[config.mk]
export PLATFORM = sky130hd
export DESIGN_NAME = fetch_pc_gen
export DESIGN_NICKNAME = d
export VERILOG_FILES = /design/src/rtl/fetch_pc_gen_pkg.sv /design/src/rtl/fetch_pred.sv /design/src/rtl/fetch_pc_gen.sv
export SDC_FILE = /design/constraint.sdc
export NUM_CORES = 1
export LEC_CHECK = 0
export CAP_MARGIN = 20
export CELL_PAD_IN_SITES_DETAIL_PLACEMENT = 0
export CELL_PAD_IN_SITES_GLOBAL_PLACEMENT = 2
export CORE_UTILIZATION = 25
export CTS_CLUSTER_DIAMETER = 150
export DETAILED_ROUTE_END_ITERATION = 7
export PLACE_DENSITY_LB_ADDON = 0.15
export SLEW_MARGIN = 20
export SYNTH_ARGS = -nofsm -noshare
export SYNTH_HDL_FRONTEND = slang
export SYNTH_SLANG_ARGS = --single-unit
[constraint.sdc]
create_clock -name clk_i -period 6.2 [get_ports clk_i]
set_input_delay 0.62 -clock clk_i [delete_from_list [all_inputs] [get_ports clk_i]]
set_output_delay 0.62 -clock clk_i [all_outputs]
set_load 0.05 [all_outputs]
[src/rtl/fetch_pc_gen_pkg.sv]
// Shared constants and types for the fetch PC generator and its predictor.
package fetch_pc_gen_pkg;

  localparam logic [6:0]  OPC_JAL    = 7'b1101111;
  localparam logic [6:0]  OPC_BRANCH = 7'b1100011;
  localparam logic [31:0] NOP_INSTR  = 32'h00000013;

  // Killed responses that may still be in flight: one from the request the
  // redirect abandoned, plus one from a request issued while already killing.
  localparam logic [1:0]  KILL_MAX   = 2'd2;

  typedef enum logic [1:0] {
    FS_IDLE = 2'd0,
    FS_REQ  = 2'd1,
    FS_WAIT = 2'd2,
    FS_HOLD = 2'd3
  } fetch_state_e;

  typedef enum logic [1:0] {
    PRED_SEQ = 2'd0,
    PRED_JAL = 2'd1,
    PRED_BR  = 2'd2
  } pred_kind_e;

  // Static prediction class: JAL always taken, branches taken only when the
  // offset is negative (sign bit is instr[31] for the B-format immediate).
  function automatic pred_kind_e pred_kind(input logic [31:0] instr);
    pred_kind_e kind;
    kind = PRED_SEQ;
    if (instr[6:0] == OPC_JAL) begin
      kind = PRED_JAL;
    end else if (instr[6:0] == OPC_BRANCH && instr[31]) begin
      kind = PRED_BR;
    end
    return kind;
  endfunction

endpackage

[src/rtl/fetch_pred.sv]
// Combinational static next-PC predictor: immediate decode plus one adder.
module fetch_pred
  import fetch_pc_gen_pkg::*;
#(
  parameter int unsigned PC_WIDTH = 64
) (
  input  logic [31:0]         instr,
  input  logic [PC_WIDTH-1:0] pc,
  output logic [PC_WIDTH-1:0] pred_pc
);

  logic [20:0]         j_imm;
  logic [12:0]         b_imm;
  logic [PC_WIDTH-1:0] offset;

  // Decode both immediate formats and select the offset by prediction class.
  always_comb begin
    j_imm  = {instr[31], instr[19:12], instr[20], instr[30:21], 1'b0};
    b_imm  = {instr[31], instr[7], instr[30:25], instr[11:8], 1'b0};
    offset = PC_WIDTH'(32'd4);
    unique case (pred_kind(instr))
      PRED_JAL: offset = {{(PC_WIDTH-21){j_imm[20]}}, j_imm};
      PRED_BR:  offset = {{(PC_WIDTH-13){b_imm[12]}}, b_imm};
      default:  offset = PC_WIDTH'(32'd4);
    endcase
    // Wraps modulo 2^PC_WIDTH by construction.
    pred_pc = pc + offset;
  end

endmodule

[src/rtl/fetch_pc_gen.sv]
// Fetch-side producer for the F register: issues imem requests for the
// current F PC, hands the fetched word to decode and supplies the next PC.
module fetch_pc_gen
  import fetch_pc_gen_pkg::*;
#(
  parameter int unsigned         PC_WIDTH = 64,
  parameter logic [PC_WIDTH-1:0] RESET_PC = '0
) (
  input  logic                clk_i,
  input  logic                rst_n_i,
  input  logic [PC_WIDTH-1:0] F_predPC_i,
  output logic [PC_WIDTH-1:0] f_predPC_o,
  output logic                f_stall_o,
  output logic                imem_req_o,
  output logic [PC_WIDTH-1:0] imem_addr_o,
  input  logic                imem_gnt_i,
  input  logic                imem_rvalid_i,
  input  logic [31:0]         imem_rdata_i,
  output logic                f_valid_o,
  output logic [31:0]         f_instr_o,
  output logic [PC_WIDTH-1:0] f_pc_o,
  input  logic                D_ready_i,
  input  logic                redirect_i,
  input  logic [PC_WIDTH-1:0] redirect_pc_i
);

  fetch_state_e        state_q, state_d;
  logic [1:0]          kill_q, kill_d;
  logic                valid_q, valid_d;
  logic [31:0]         instr_q, instr_d;
  logic [PC_WIDTH-1:0] pc_q, pc_d;
  logic [PC_WIDTH-1:0] pred_pc;

  logic req;
  logic granted;
  logic rsp_live;
  logic rsp_killed;
  logic handoff;
  logic kill_add;
  logic in_idle;

  fetch_pred #(
    .PC_WIDTH (PC_WIDTH)
  ) u_pred (
    .instr   (instr_q),
    .pc      (pc_q),
    .pred_pc (pred_pc)
  );

  // Handshake decode shared by outputs and next-state logic.
  always_comb begin
    in_idle    = (state_q == FS_IDLE);
    // Stop issuing while the kill budget is exhausted so in-flight data stays bounded.
    req        = (state_q == FS_REQ) && (kill_q < KILL_MAX);
    granted    = req && imem_gnt_i;
    rsp_killed = imem_rvalid_i && (kill_q != 2'd0);
    rsp_live   = imem_rvalid_i && (kill_q == 2'd0) && (state_q == FS_WAIT);
    handoff    = (state_q == FS_HOLD) && D_ready_i && !redirect_i;
    // A redirect orphans the live request if it was granted but not yet answered.
    kill_add   = redirect_i && (((state_q == FS_WAIT) && !rsp_live) || granted);
  end

  // Output drive: F-register control is combinational, decode data is registered.
  always_comb begin
    imem_req_o  = req;
    imem_addr_o = in_idle ? RESET_PC : F_predPC_i;
    f_stall_o   = !(handoff || redirect_i);
    if (redirect_i) begin
      f_predPC_o = redirect_pc_i;
    end else if (handoff) begin
      f_predPC_o = pred_pc;
    end else begin
      f_predPC_o = in_idle ? RESET_PC : F_predPC_i;
    end
    // Suppress the offer in the redirect cycle so decode cannot take a flushed word.
    f_valid_o = valid_q && !redirect_i;
    f_instr_o = instr_q;
    f_pc_o    = pc_q;
  end

  // Next-state, capture and kill bookkeeping.
  always_comb begin
    state_d = state_q;
    valid_d = valid_q;
    instr_d = instr_q;
    pc_d    = pc_q;
    kill_d  = kill_q - {1'b0, rsp_killed} + {1'b0, kill_add};

    unique case (state_q)
      FS_IDLE: state_d = FS_REQ;
      FS_REQ:  if (granted) state_d = FS_WAIT;
      FS_WAIT: begin
        if (rsp_live) begin
          state_d = FS_HOLD;
          valid_d = 1'b1;
          instr_d = imem_rdata_i;
          // F is stalled across the request, so it still holds the fetched PC.
          pc_d    = F_predPC_i;
        end
      end
      FS_HOLD: begin
        if (handoff) begin
          state_d = FS_REQ;
          valid_d = 1'b0;
        end
      end
      default: state_d = FS_IDLE;
    endcase

    if (redirect_i) begin
      state_d = FS_REQ;
      valid_d = 1'b0;
      instr_d = instr_q;
      pc_d    = pc_q;
    end
  end

  // State and data registers with asynchronous active-low reset.
  always_ff @(posedge clk_i or negedge rst_n_i) begin
    if (!rst_n_i) begin
      state_q <= FS_IDLE;
      kill_q  <= 2'd0;
      valid_q <= 1'b0;
      instr_q <= NOP_INSTR;
      pc_q    <= '0;
    end else begin
      state_q <= state_d;
      kill_q  <= kill_d;
      valid_q <= valid_d;
      instr_q <= instr_d;
      pc_q    <= pc_d;
    end
  end

endmodule

# Word-level counts from Yosys, hierarchy flattened
# Index checks and enable logic that the tools add are counted.
# totals
ff_bits,101
elab_cells,58
output_inout_bits,227
in_bits,166
# op_classes
n_addsub,3
muxes,15
bitwise_logic,1
eq_ne,10
order_cmp,1
reduce_logical,23
# op_table
op,count
$mux W64,3
$pmux W64 S2,1
$add A64 B64 Y64,1
$eq A7 B7 Y1 const B,2
$mux W2,6
$logic_and A1 B1 Y1,11
$ne A3 B3 Y1 const B,3
$reduce_and A3 Y1,3
$pmux W2 S4,1
$eq A2 B2 Y1 const B,3
$eq A2 B1 Y1 const B,2
$logic_not A2 Y1,2
$logic_not A1 Y1,3
$mux W1,3
$reduce_bool A3 Y1,1
$add A2 B1 Y2,1
$logic_or A1 B1 Y1,2
$lt A2 B2 Y1 const B,1
$pmux W1 S2,1
$reduce_bool A2 Y1,1
$sub A2 B1 Y2,1
$not A1 Y1,1

# Logic depth before layout (Yosys ltp)
# depth
depth_word,9
ltp_mapped,17
ltp_nobuf,17

# Hierarchy
# From an unflattened synthesis, not the netlist that was laid out.
# hier_totals
hier_cells,1023
hier_area_um2,9550.4
# by_module_without_submodules
mod,cells_per_inst,area_each_um2,n_inst,seq_area_each_um2
fetch_pc_gen,464,5689.2,1,2531.2
fetch_pred,559,3861.2,1,0.0

# Worst setup path before layout
# OpenSTA, ideal clock, no wires.
# synth_path
path_type,register to output
startpoint,"register instr_q[1], in the netlist f_instr_o[1]"
endpoint,output port f_predPC_o[48]
slack_ns,-0.183
required_time_ns,5.580
path_buffers,1
arrival_ns,5.763
path_stages_with_launch,18
cell_sequence,dfstp_2 -> nand3_1 -> nor3b_1 -> nand3_1 -> nand2_1 -> and2_1 -> ha_1 -> buf_4 -> a21o_1 -> a21oi_1 -> nor2b_1 -> a2111oi_1 -> o211ai_2 -> a31oi_4 -> or2_2 -> o21ai_1 -> xnor2_1 -> o21ai_0
# synth_via
elab_chain_cells,9
word_cells_on_any_way,11
cone_classes,add/sub (1); eq/ne (4); mux (5); reduce/logical (1)
# synth_rtl
element,line,source
start: declaration,fetch_pc_gen.sv:30,"logic [31:0] instr_q, instr_d;"
start signal: assignment,fetch_pc_gen.sv:130,instr_q <= instr_d;
$eq A7 B7 Y1,fetch_pc_gen_pkg.sv:32,end else if (instr[6:0] == OPC_BRANCH && instr[31]) begin
$logic_and A1 B1 Y1,fetch_pc_gen_pkg.sv:32,
$mux W2,fetch_pc_gen_pkg.sv:32,
$mux W2 *,fetch_pc_gen_pkg.sv:30,if (instr[6:0] == OPC_JAL) begin
$eq A2 B2 Y1 / $eq A2 B1 Y1 (equally long branches),fetch_pred.sv:21,unique case (pred_kind(instr))
$pmux W64 S2 *,fetch_pred.sv:21,
$add A64 B64 Y64 *,fetch_pred.sv:27,pred_pc = pc + offset;
$mux W64 *,fetch_pc_gen.sv:70,end else if (handoff) begin
$mux W64 *,fetch_pc_gen.sv:68,if (redirect_i) begin
end: declaration,fetch_pc_gen.sv:12,"output logic [PC_WIDTH-1:0] f_predPC_o,"
# Mark *: on every way between the ends. The rest lies on a longest branch, timed or not.

# Final worst setup path
# layout_path
startpoint,"register instr_q[1], in the netlist f_instr_o[1]"
endpoint,output port f_predPC_o[61]
# The elaborated chain is that of the path after synthesis.

==> reports/metrics.yaml <==
setup_path:
  crit_chain: "nand3_1, nor3b_2, and3_1, buf_4, a22o_1, ha_1, inv_1, fa_1, nand2b_1, a211oi_1, o211ai_1, o211ai_2, a2111o_1, a31oi_4, o41ai_4, a21oi_2, xnor2_1, o21ai_1, buf_12"
  start_kind: "flop"
  cp_data_required_time_ps: 5580
  cp_top_family: "compound AO/OA/AOI/OAI gates"
  arrival_ps: 5150
  crit_fanout: 12
  cpMaxStageDelayCell: "dfstp_2"
  cpPeakStageDelay_ps: 550
  cp-end-kind: "output pin"
  worst-setup-path-type: "flop to output pin"
  crit_buf_inv: 3
timing:
  setup_viol: 0
  fin_skew_ps: 10.5
  period_needed_ps: 5770
  finalSetupTns_ps: 0
  slew-limit-headroom_pct: 37.7
  hold_violations: 0
  slew_violations: 0
  tightest_slew_ps: 931
  min_period_over_period_pct: 93.1
  rsz0062_at_grt: "no"
  max_clock_freq_ghz: 0.173
clocking:
  cts-resized-gates: 0
  post-cts-setup-buffer-count: 0
  cts_tree: "built"
  clk_latency_ps: 380
  clk_path_buf_depth: 2
  cts_hold_buf: 0
  cts_made_buffers: 9
  cts.clk_slew.worst_paths_ps: 80
  cts-root-buf: "clkbuf_16"
  h-tree-depth: 3
  cts_sinks: 101
final_layout:
  final_core_util_pct: 38.3
  nets: 1634
  multi_input_area_um2: 6320
  syn_to_final_growth_pct: 50.5
  n_fill_cell: 3746
  drive_above_1_share_pct: 14.1
  seq_area_um2: 2530
power:
  p_sw_share_pct: 54.9
  p_leak_nw: 6.10
  ir_drop_mv: 0.266
  pwr_density_cell_nw_per_um2: 405
  pwr-share-seq_pct: 20.1
  power.switching_w: 0.00312
  power_frac_clock_pct: 10.1
  p_int_w: 0.00257
  combinationalPowerShare_pct: 69.8
routing:
  vias: 9303
  post_drt_via_cell_ratio: 4.97
  routedWlPerCell_um: 20.4
  drc_errors: 0
  wirelength_um: 38100
  drtIter0Drc: 466
  firstDrtPassIters: 7
  drtAntennaViolNets: 0
die:
  die_w_um: 195
  coreArea_um2: 36700
  initial_core_util_pct: 25.5
  dieArea_um2: 38100
  rows: 70
  die_y_um: 195
  io_pins: 393
synth:
  async_flop_share_pct: 100
  synth_area_um2: 9340
  synth_cells: 1052
  ys_ff_latch: 101
  synthFlopType: "dfrtp_1"
  synth_edf_count: 0
  postSynthAreaPerCell_um2: 8.88
  ys_seq_area_share_pct: 27.1
  synth_nets: 1288
  synth_warnings: 0
  ys_types: 81
placed_design:
  gp_congestion: 0.822
  portBuffers: 392
  dp_hpwl_um: 29900
global_route:
  grt-ovfl-total: 0
  grt_pass1_wl_um: 58800
  antenna_found_initial: 1
  grt_max_degree: 66
  grt_pass1_vias: 9725
  grt_usage_pct: 20.1
hold_path:
  hold_path_class: "input pin to asynchronous set/reset pin"
outcome:
  status: "complete, no violations"
run:
  drv_cap: 0
==> placed cells by master (no fill, tap or decap), types with 5 or more instances in the layout <==
master / n
nand2b_1: 5
ha_1: 68
clkdlybuf4s50_1: 353
a211oi_1: 9
a221o_1: 7
and2_1: 8
o21bai_1: 13
o21ai_1: 19
buf_12: 26
a21o_1: 23
nor2_1: 50
dfrtp_1: 98
xor2_1: 26
nand2_1: 76
buf_4: 24
nand3_1: 14
a222oi_1: 6
inv_1: 30
a22oi_1: 54
nor3_1: 7
and3_1: 5
a31oi_1: 5
clkbuf_16: 9
nor2b_1: 73
o21ai_0: 70
xnor2_1: 35
nand4_1: 19
mux2_2: 96
a21oi_1: 79
==> cell type report <==
cell class / instances / area share, %
multi-input combinational: 853 / 45.0
timing repair buffer: 403 / 30.1
sequential: 101 / 18.0
tap: 468 / 4.16
clock buffer: 11 / 1.65
inverter: 30 / 0.801
clock inverter: 5 / 0.294
antenna: 1 / 0.0178
==> sequential cells by signal (all words and copies together) (netlist names) <==
signal     cells
f_pc_o        64
f_instr_o     32
kill_q         2
state_q        2
valid_q        1
==> path summary, 6_finish.rpt <==
kind                               from              to  slack [ps]  cells past startpoint
max                        f_instr_o[1]  f_predPC_o[61]         430                     19
min                             rst_n_i      f_pc_o[29]         240                      1
max reg2reg                  state_q[0]      f_pc_o[30]        4010                      5
min reg2reg                   kill_q[1]       kill_q[1]         500                      1
max in group asynchronous       rst_n_i   f_instr_o[21]        4690                      2
min in group clk_i            kill_q[1]       kill_q[1]         500                      1
==> stage by stage <==
stage / hold WS (ps) / setup WS, ps / total power, W / instance area, um^2 / std cells
CTS: 255 / 128 / 0.00577 / 14100 / 1871
detailed placement: 493 / 583 / 0.00516 / 13800 / 1855
finish: 241 / 428 / 0.00569 / 14100 / 1872
global placement: 484 / 676 / 0.00516 / 13800 / 1855
global route: 281 / 3.00 / 0.00600 / 14100 / 1872
floorplan: 324 / 4.59 / 0.00370 / 9340 / 1052
==> cell usage after synthesis, types with 4 or more instances <==
library cell | n | area [um^2]
nor3_1 | 7 | 35.0
inv_1 | 30 | 113
a221o_1 | 7 | 70.1
dfrtp_1 | 98 | 2450
ha_1 | 69 | 863
a21o_1 | 23 | 173
a211oi_1 | 9 | 67.6
nand2b_1 | 5 | 31.3
a22oi_1 | 54 | 405
o21ai_1 | 13 | 65.1
mux2_2 | 96 | 1080
and3_1 | 5 | 31.3
buf_4 | 5 | 37.5
nor2b_1 | 74 | 463
a222oi_1 | 6 | 60.1
and2_1 | 9 | 56.3
nor2_1 | 50 | 188
clkbuf_1 | 45 | 169
xor2_1 | 26 | 228
clkbuf_8 | 7 | 96.3
nand4_1 | 19 | 119
a21oi_1 | 79 | 395
nand2_1 | 76 | 285
xnor2_1 | 35 | 307
o211ai_1 | 4 | 30.0
o21ai_0 | 76 | 380
a31oi_1 | 5 | 31.3
a22o_1 | 4 | 35.0
nand3_1 | 14 | 70.1
buf_6 | 4 | 45.0
o21bai_1 | 13 | 97.6
o21a_1 | 4 | 30.0
==> kinds of logic (layout without fill, tap and decap cells) <==
family | after synthesis | count (layout) | share of synthesized area (%)
AOI/OAI and AO/OA | 344 | 344 | 25.2
other | 0 | 1 | 0
DFF | 101 | 101 | 27.1
and+or+nand+nor | 282 | 282 | 15.5
buffers and inverters | 98 | 449 | 5.52
muxes | 96 | 96 | 11.6
adders and majority gates | 70 | 70 | 9.45
xor gates and xnor gates | 61 | 61 | 5.72
==> layer usage <==
| layer | global-route usage, % | up-vias | routed length (um) |
|---|---|---|---|
| li1 | - | 4564 | - |
| met1 | 25.2 | 4436 | 16700 |
| met2 | 34.4 | 276 | 18600 |
| met3 | 4.70 | 27 | 2250 |
| met4 | 5.07 | 0 | 538 |
| met5 | 0 | - | 0 |
==> power groups by stage <==
stage / combinational, W / sequential (W) / clock [W]
finish: 0.00397 / 0.00114 / 0.000572
global route: 0.00419 / 0.00118 / 0.000621
CTS: 0.00402 / 0.00115 / 0.000606
detailed placement: 0.00400 / 0.00116 / 0
global placement: 0.00401 / 0.00115 / 0
floorplan: 0.00182 / 0.00188 / 0
(Power assumes the default switching activity.)
